===== src/rtl/acum_mch.sv =====
// Multi-channel running accumulator: NB_CH independent NB_ACC-bit sums with sticky
// overflow, read out and cleared by a one-cycle-latency dump. Define ACUM_SAT_EN for saturating adds.
module acum_mch #(
  parameter int NB_INPUT = 4,
  parameter int NB_ACC   = 8,
  parameter int NB_CH    = 4,
  parameter int NB_SEL   = 2
) (
  input  logic                e_clk,
  input  logic                e_reset,
  input  logic [NB_INPUT-1:0] e_sum,
  input  logic                e_valid,
  input  logic [NB_SEL-1:0]   e_ch,
  input  logic                e_dump,
  input  logic [NB_SEL-1:0]   e_dch,
  output logic [NB_ACC-1:0]   s_odata,
  output logic                s_ovalid,
  output logic                s_overflow,
  output logic [NB_SEL-1:0]   s_ochan
);

  // Strobe protocol: no backpressure. e_valid / e_dump are accepted on every rising
  // edge they are high; s_ovalid is a one-cycle pulse one edge after each e_dump.

  logic [NB_ACC-1:0] acc [NB_CH];
  logic [NB_CH-1:0]  ovf;
  logic [NB_ACC:0]   sum_w [NB_CH];
  logic [NB_CH-1:0]  samp_hit;
  logic [NB_CH-1:0]  dump_hit;
  logic [NB_ACC-1:0] dump_data;
  logic              dump_ovf;

  // One-hot channel decode; an out-of-range index hits no channel at all.
  for (genvar g = 0; g < NB_CH; g++) begin : g_ch
    assign sum_w[g]    = {1'b0, acc[g]} + {{(NB_ACC + 1 - NB_INPUT){1'b0}}, e_sum};
    assign samp_hit[g] = e_valid && (e_ch == NB_SEL'(g));
    assign dump_hit[g] = e_dump && (e_dch == NB_SEL'(g));
  end

  always_comb begin
    dump_data = '0;
    dump_ovf  = 1'b0;
    for (int i = 0; i < NB_CH; i++) begin
      if (dump_hit[i]) begin
        dump_data = acc[i];
        dump_ovf  = ovf[i];
      end
    end
  end

  always_ff @(posedge e_clk or negedge e_reset) begin
    if (!e_reset) begin
      for (int i = 0; i < NB_CH; i++) begin
        acc[i] <= '0;
      end
      ovf <= '0;
    end else begin
      for (int i = 0; i < NB_CH; i++) begin
        if (dump_hit[i]) begin
          // A same-cycle sample restarts the channel from zero, so it cannot overflow.
          acc[i] <= samp_hit[i] ? {{(NB_ACC - NB_INPUT){1'b0}}, e_sum} : '0;
          ovf[i] <= 1'b0;
        end else if (samp_hit[i]) begin
`ifdef ACUM_SAT_EN
          acc[i] <= sum_w[i][NB_ACC] ? {NB_ACC{1'b1}} : sum_w[i][NB_ACC-1:0];
`else
          acc[i] <= sum_w[i][NB_ACC-1:0];
`endif
          if (sum_w[i][NB_ACC]) begin
            ovf[i] <= 1'b1;
          end
        end
      end
    end
  end

  always_ff @(posedge e_clk or negedge e_reset) begin
    if (!e_reset) begin
      s_odata    <= '0;
      s_ovalid   <= 1'b0;
      s_overflow <= 1'b0;
      s_ochan    <= '0;
    end else begin
      s_ovalid <= e_dump;
      if (e_dump) begin
        s_odata    <= dump_data;
        s_overflow <= dump_ovf;
        s_ochan    <= e_dch;
      end
    end
  end

endmodule


===== config.mk =====
export PLATFORM = sky130hd
export DESIGN_NAME = acum_mch
export DESIGN_NICKNAME = d
export VERILOG_FILES = /design/src/rtl/acum_mch.sv
export SDC_FILE = /design/constraint.sdc
export NUM_CORES = 1
export LEC_CHECK = 0
export CORE_UTILIZATION = 43
export CTS_CLUSTER_SIZE = 24
export DETAILED_ROUTE_END_ITERATION = 12
export GPL_TIMING_DRIVEN = 0
export PLACE_DENSITY = 0.63
export RECOVER_POWER = 50
export SYNTH_ARGS = -nofsm -noshare
export SYNTH_HDL_FRONTEND = slang
export SYNTH_SLANG_ARGS = --single-unit

===== constraint.sdc =====
create_clock -name e_clk -period 2.5 [get_ports e_clk]
set_input_delay 0.25 -clock e_clk [delete_from_list [all_inputs] [get_ports e_clk]]
set_output_delay 0.25 -clock e_clk [all_outputs]
set_load 0.02 [all_outputs]

==> results of run 1 <==
==> final timing paths <==
path	start	endpoint	slack [ps]
setup / recovery	acc[0]	acc[4]	420
hold / removal	e_ch[1]	acc[27]	330
setup reg to reg	acc[0]	acc[4]	420
hold reg to reg	ovf[1]	ovf[1]	510
max in group asynchronous	e_reset	ovf[3]	620
min in group asynchronous	e_reset	acc[25]	530
==> sequential cells by signal, indices dropped and copies added (netlist names) <==
name        flops
acc            32
s_odata         8
ovf             4
s_ochan         2
s_ovalid        1
s_overflow      1
==> layout make-up <==
type	count	share of cell area, %
Clock inverter	2	0.4230
Inverter	18	1.903
Tap cell	96	3.384
Multi-Input combinational cell	231	50.09
Sequential cell	48	33.84
Clock buffer	6	2.326
Buffer	16	2.573
Timing Repair Buffer	20	5.464
==> per-layer routing <==
layer | up-vias | track usage (%)
met2 | 58 | 34.45
met3 | 10 | 2.938
met1 | 1243 | 30.09
met4 | 0 | 5.812
met5 | - | 0
li1 | 1206 | -
==> metrics by stage <==
stage               utilization, %  cell area [sq um]
floorplan                        -               3127
global placement             49.62               3427
detailed placement           49.84               3442
CTS                          51.39               3550
global route                 51.39               3550
finish                       51.39               3550
==> logic make-up (layout without fill, tap and decap cells) <==
logic type               after synthesis  after routing
AND/OR/NAND/NOR                       93             93
multiplexers                          29             29
adder cells (fa/ha/maj)               20             20
AO/OA/AOI/OAI                         89             89
buffers and inverters                 34             62
flip-flops                            48             48
==> synthesized netlist by cell type (3+ instances only) <==
cell type  count  area share (%)
dfrtp_1       48              38
o21ai_0       36             5.8
nand2_1       31             3.7
inv_1         18             2.2
nand3_1       18             2.9
ha_1          16             6.4
nor2_1        14             1.7
a21oi_1       12             1.9
buf_2         11             1.8
mux2_2        11             4.0
nor2b_1       10             2.0
mux2i_1        9             2.9
mux4_2         9             6.5
a211oi_1       7             1.7
a2111o_1       5             1.8
nand2b_1       5             1.0
a211o_1        4             1.1
a21o_1         4            0.96
fa_1           4             2.6
nand3b_1       4            0.96
a22o_1         3            0.84
a31oi_1        3            0.60
a41o_1         3            0.96
nand4_1        3            0.60
o2111ai_1      3            0.84
o21a_1         3            0.72
==> worst register-to-register path, delay by kind of cell, from the launching register on <==
kind | cells | cell delay (ps)
adders and majority gates | 2 | 580
AOI/OAI and AO/OA | 3 | 800
buffers and inverters | 1 | 60
DFF | 1 | 400
and+or+nand+nor | 1 | 150
==> power by group through the flow <==
stage	combinational, uW	clock [uW]	sequential (uW)
3_3_place_gp	676	0	1020
3_5_place_dp	696	0	1020
4_1_cts	701	516	1010
6_report	697	505	1010
2_1_floorplan	461	0	1020
5_1_grt	783	544	1030
==> what timing repair did <==
item	in CTS	in global routing
setup endpoints to repair	0	8
resized for setup	0	6
setup buffers	0	0
hold endpoints to repair	14	0
hold buffers	1	0
==> flow_summary.yaml, run 1 <==
status:
  outcome: "finished, final reports clean"
place:
  post-place-ws_ps: -266.2
  dp_hpwl_microns: 5656
  finalWeightedCongestion: 0.8777
  portBuffers: 18
  dpl.cell_count: 428
synth:
  synth_adder_area_share_pct: 8.964
  synth_mux_area_share_pct: 13.33
  synth_cell_types: 40
  synth_warnings: 0
  synth-edff-count: 0
  syn_area_per_cell_sq_um: 9.990
  async_reset_ff_share_pct: 100.0
  synthesis.area_sq_um: 3127
  synthesis.nets: 345
  synth_compound_area_share_pct: 18.81
  ys_seq_area_share_pct: 38.42
  synth_top_family_by_area: "compound AO/OA/AOI/OAI gates"
  synthXorXnorAreaFrac_pct: 0
  syn_inst: 313
  yosys.area_share.simple_pct: 15.37
  synth_ff_type: "dfrtp_1"
  ys_ff_latch: 48
critical_path:
  endpoint_kind: "flip-flop"
  arrival_ps: 2300
  critPathMaxFanout: 5
  critPathBufInv: 1
  crit_chain: "ha_1 -> inv_1 -> fa_1 -> nor2b_1 -> o21ai_0 -> a2111o_1 -> o21ai_0"
  crit_top_cell: "o21ai_0"
  slowest_delay_ps: 470
  crit_family: "compound AO/OA/AOI/OAI gates"
  cp.required_ps: 2720
  crit_slowest_cell: "a2111o_1"
  start_kind: "flip-flop"
  cp_num_cells: 7
  crit_type: "reg2reg"
  rr_worst_depth: 7
global_route:
  grt_first_pass_wirelength_microns: 12240
  grt_max_degree: 35
  grt-ovfl-total: 0
  grt_pass1_vias: 2391
  antenna_found_initial: 0
  grtUsageTotal_pct: 21.31
route:
  route.met2.wl_microns: 3473
  detail-route-antenna-nets: 0
  wirelength_microns: 7392
  via_per_inst: 5.760
  vias: 2517
  drt_iter0_drc: 180
  first_pass_iters: 4
  met1_length_microns: 3515
  drc: 0
  wl_met3_microns: 305
  dr.max_layer_used: "met4"
  wire_per_inst_microns: 16.92
power_and_ir_drop:
  p_comb_share_pct: 31.5
  ir_drop_mv: 0.2513
  swShare_pct: 34.99
  power.share.sequential_pct: 45.7
  p_total_uw: 2213
  power_density_nw_per_um2: 623.4
  p_switching_uw: 774.3
  power_frac_clock_pct: 22.8
  leakagePower_uw: 0.001545
  p_int_uw: 1438
timing:
  worstMarginPinSlew_ps: 894.9
  fin_worst_skew_ps: 9.402
  whs_ps: 329.3
  fin_ws_ps: 422.2
  setup_viol: 0
  fin_crit_sh_pct: 83.11
  slew_headroom_pct: 40.34
  timing.final.crit_period_ps: 2078
  hold_viol: 0
  finalMaxSlewViolations: 0
  rsz0062_at_grt: "false"
  fmax_ghz: 0.4813
  setup-tns-final_ps: 0
clock_network:
  cts_buffer_depth: 2
  clkLatencyLatePin_ps: 310
  tritoncts: "yes"
  cts_inserted_buffers: 5
  clk_pin_slew_ps: 100
  cts_num_sinks: 48
  htree_levels: 2
  clock-root-buffer: "clkbuf_8"
finish:
  fin_cells: 437
  num_antenna_cells: 0
  fillCellCount: 665
  drive_above_1_share_pct: 13.78
  final_common_cell: "dfrtp_1"
  multi_input_area_sq_um: 1778
  register_area_sq_um: 1201
  final_cell_mix: "48 x dfrtp_1, 36 x o21ai_0, 31 x nand2_1"
  fin_nets: 372
  syn_to_final_growth_pct: 13.53
die:
  dieWidth_microns: 87.28
  dieArea_sq_um: 7617
  io_pins: 24
  initial_utilization_pct: 45.27
  fp.coreArea_sq_um: 6907
  fp-row-count: 30
  die_h_microns: 87.28
min_path:
  holdPathStages: 4
  hold_path.class: "in2reg"
job:
  cap_viol_max_count: 0
Power figures use the tool's default switching activity.
==> inputs of run 2 (changes only) <==
Settings changed: PLACE_DENSITY 0.63 to 0.65.
Clock period 2.5 ns to 1.7 ns, I/O delays scaled along.
==> flow_summary.yaml, run 2 (synthesis results as in run 1) <==
timing:
  fin_ws_ps: -33.55
  setup_viol: 7
  fin_crit_sh_pct: 102.0
  hold_viol: 0
  setup-tns-final_ps: -133.5
  fin_worst_skew_ps: 6.478
  slew_headroom_pct: 52.71
  finalMaxSlewViolations: 0
  worstMarginPinSlew_ps: 709.3
  fmax_ghz: 0.5769
  timing.final.crit_period_ps: 1734
  rsz0062_at_grt: "true"
die:
  fp.coreArea_sq_um: 6907
  dieArea_sq_um: 7617
  io_pins: 24
  die_h_microns: 87.28
  dieWidth_microns: 87.28
  fp-row-count: 30
  initial_utilization_pct: 45.27
route:
  first_pass_iters: 4
  wirelength_microns: 7917
  drc: 0
  via_per_inst: 5.746
  drt_iter0_drc: 192
  wire_per_inst_microns: 17.63
  detail-route-antenna-nets: 0
  vias: 2580
status:
  violations: "negative setup slack"
  outcome: "finished, violations left"
critical_path:
  endpoint_kind: "flip-flop"
  r2r-start: "acc[0]"
  crit_start: "acc[0]"
  arrival_ps: 1970
  critPathMaxFanout: 4
  start_kind: "flip-flop"
  cp.required_ps: 1940
  crit_type: "reg2reg"
global_route:
  grtUsageTotal_pct: 23.06
  antenna_found_initial: 0
  grt_first_pass_wirelength_microns: 12980
  grt-ovfl-total: 0
  grt_pass1_vias: 2472
  grt_max_degree: 28
clock_network:
  htree_levels: 2
  clkLatencyLatePin_ps: 310
  tritoncts: "yes"
  cts_inserted_buffers: 5
  clk_pin_slew_ps: 90
  clock-root-buffer: "clkbuf_8"
  cts_num_sinks: 48
  cts_buffer_depth: 2
finish:
  final_common_cell: "dfrtp_1"
  largestRegisters: "acc: 32 flops, s_odata: 8 flops, ovf: 4 flops"
  final_cell_mix: "48 x dfrtp_1, 31 x nand2_1, 18 x nand3_1"
  largest_register_ffs: 32
  syn_to_final_growth_pct: 21.21
  drive_above_1_share_pct: 26.06
  regMostFlops: "acc"
  num_antenna_cells: 0
  final_cell_area_sq_um: 3790
  fin_nets: 384
place:
  placed_area_sq_um: 3482
  portBuffers: 18
  finalWeightedCongestion: 0.8623
  dp_hpwl_microns: 5725
power_and_ir_drop:
  ir_drop_mv: 0.5378
  leakagePower_uw: 0.001612
  power_density_nw_per_um2: 924.4
min_path:
  hold_path.class: "in2reg"
  min_from: "e_sum[0]"
job:
  cap_viol_max_count: 0
run 2: worst paths after layout:
check / end / slack [ps] / depth (start not counted)
min in group asynchronous: acc[31] / 440 / 2
max in group asynchronous: acc[6] / 260 / 3
setup / recovery: acc[4] / -30 / 7
hold reg to reg: ovf[1] / 510 / 1
hold / removal: acc[16] / 240 / 3
setup reg to reg: acc[4] / -30 / 7
run 2: power breakdown:
| part | switching, uW | internal, uW | total (uW) | leakage, uW |
|---|---|---|---|---|
| combinational | 658 | 619 | 1280 | 0.000927 |
| sequential | 190 | 1310 | 1500 | 0.000641 |
| clock | 398 | 331 | 729 | 0.0000445 |
| total | 1250 | 2260 | 3500 | 0.00161 |
run 2: timing repair:
action                                 4_1_cts  5_1_grt
buffers inserted                            10        2
setup endpoints to repair                   29       24
cloned                                       0        0
endpoints found under the hold margin       26        0
resized for setup                           27       28
pin swaps                                   15        7
hold buffers                                 1        0
run 2: area by class of cell:
type                    instances  area [sq um]
plain buffers                  16         92.59
multi-input cells             231          1937
clock buffers                   7         86.33
repair buffers                 32         274.0
well taps                      96         120.1
clock inverters                 1         7.507
flip-flops and latches         48          1201
inverters                      18         71.32
fillers                       611          3117
run 2: per-stage QoR:
step / total power [uW] / worst slack, ps / util, % / hold WS, ps / instances
final: 3503 / -33.55 / 54.87 / 235.4 / 449
after global routing: 3739 / -116.8 / 54.87 / 237.5 / 449
after CTS: 3412 / -48.37 / 53.59 / 224.9 / 447
after detailed placement: 2580 / -921.1 / 50.42 / 247.7 / 428
after global placement: 2531 / -997.3 / 50.09 / 476.8 / 427
after floorplan: 2206 / 4.848 / - / -125.6 / 313
run 2: critical path, stage by stage (launching register included):
cell and delay (ps):
dfrtp_1 370, ha_2 190, inv_2 40, fa_2 360, nor2b_4 160, o21ai_4 100, a2111o_1 370, o21ai_1 80
run 2: per-layer routing:
| metal | part of all wire, % | wire [microns] | GRT usage (%) | up-vias |
|---|---|---|---|---|
| met4 | 1.3 | 100 | 7.452 | 0 |
| met2 | 47 | 3693 | 36.86 | 59 |
| li1 | - | - | - | 1235 |
| met3 | 4.3 | 343 | 3.223 | 8 |
| met1 | 48 | 3779 | 32.36 | 1278 |
| met5 | 0 | 0 | 0 | - |
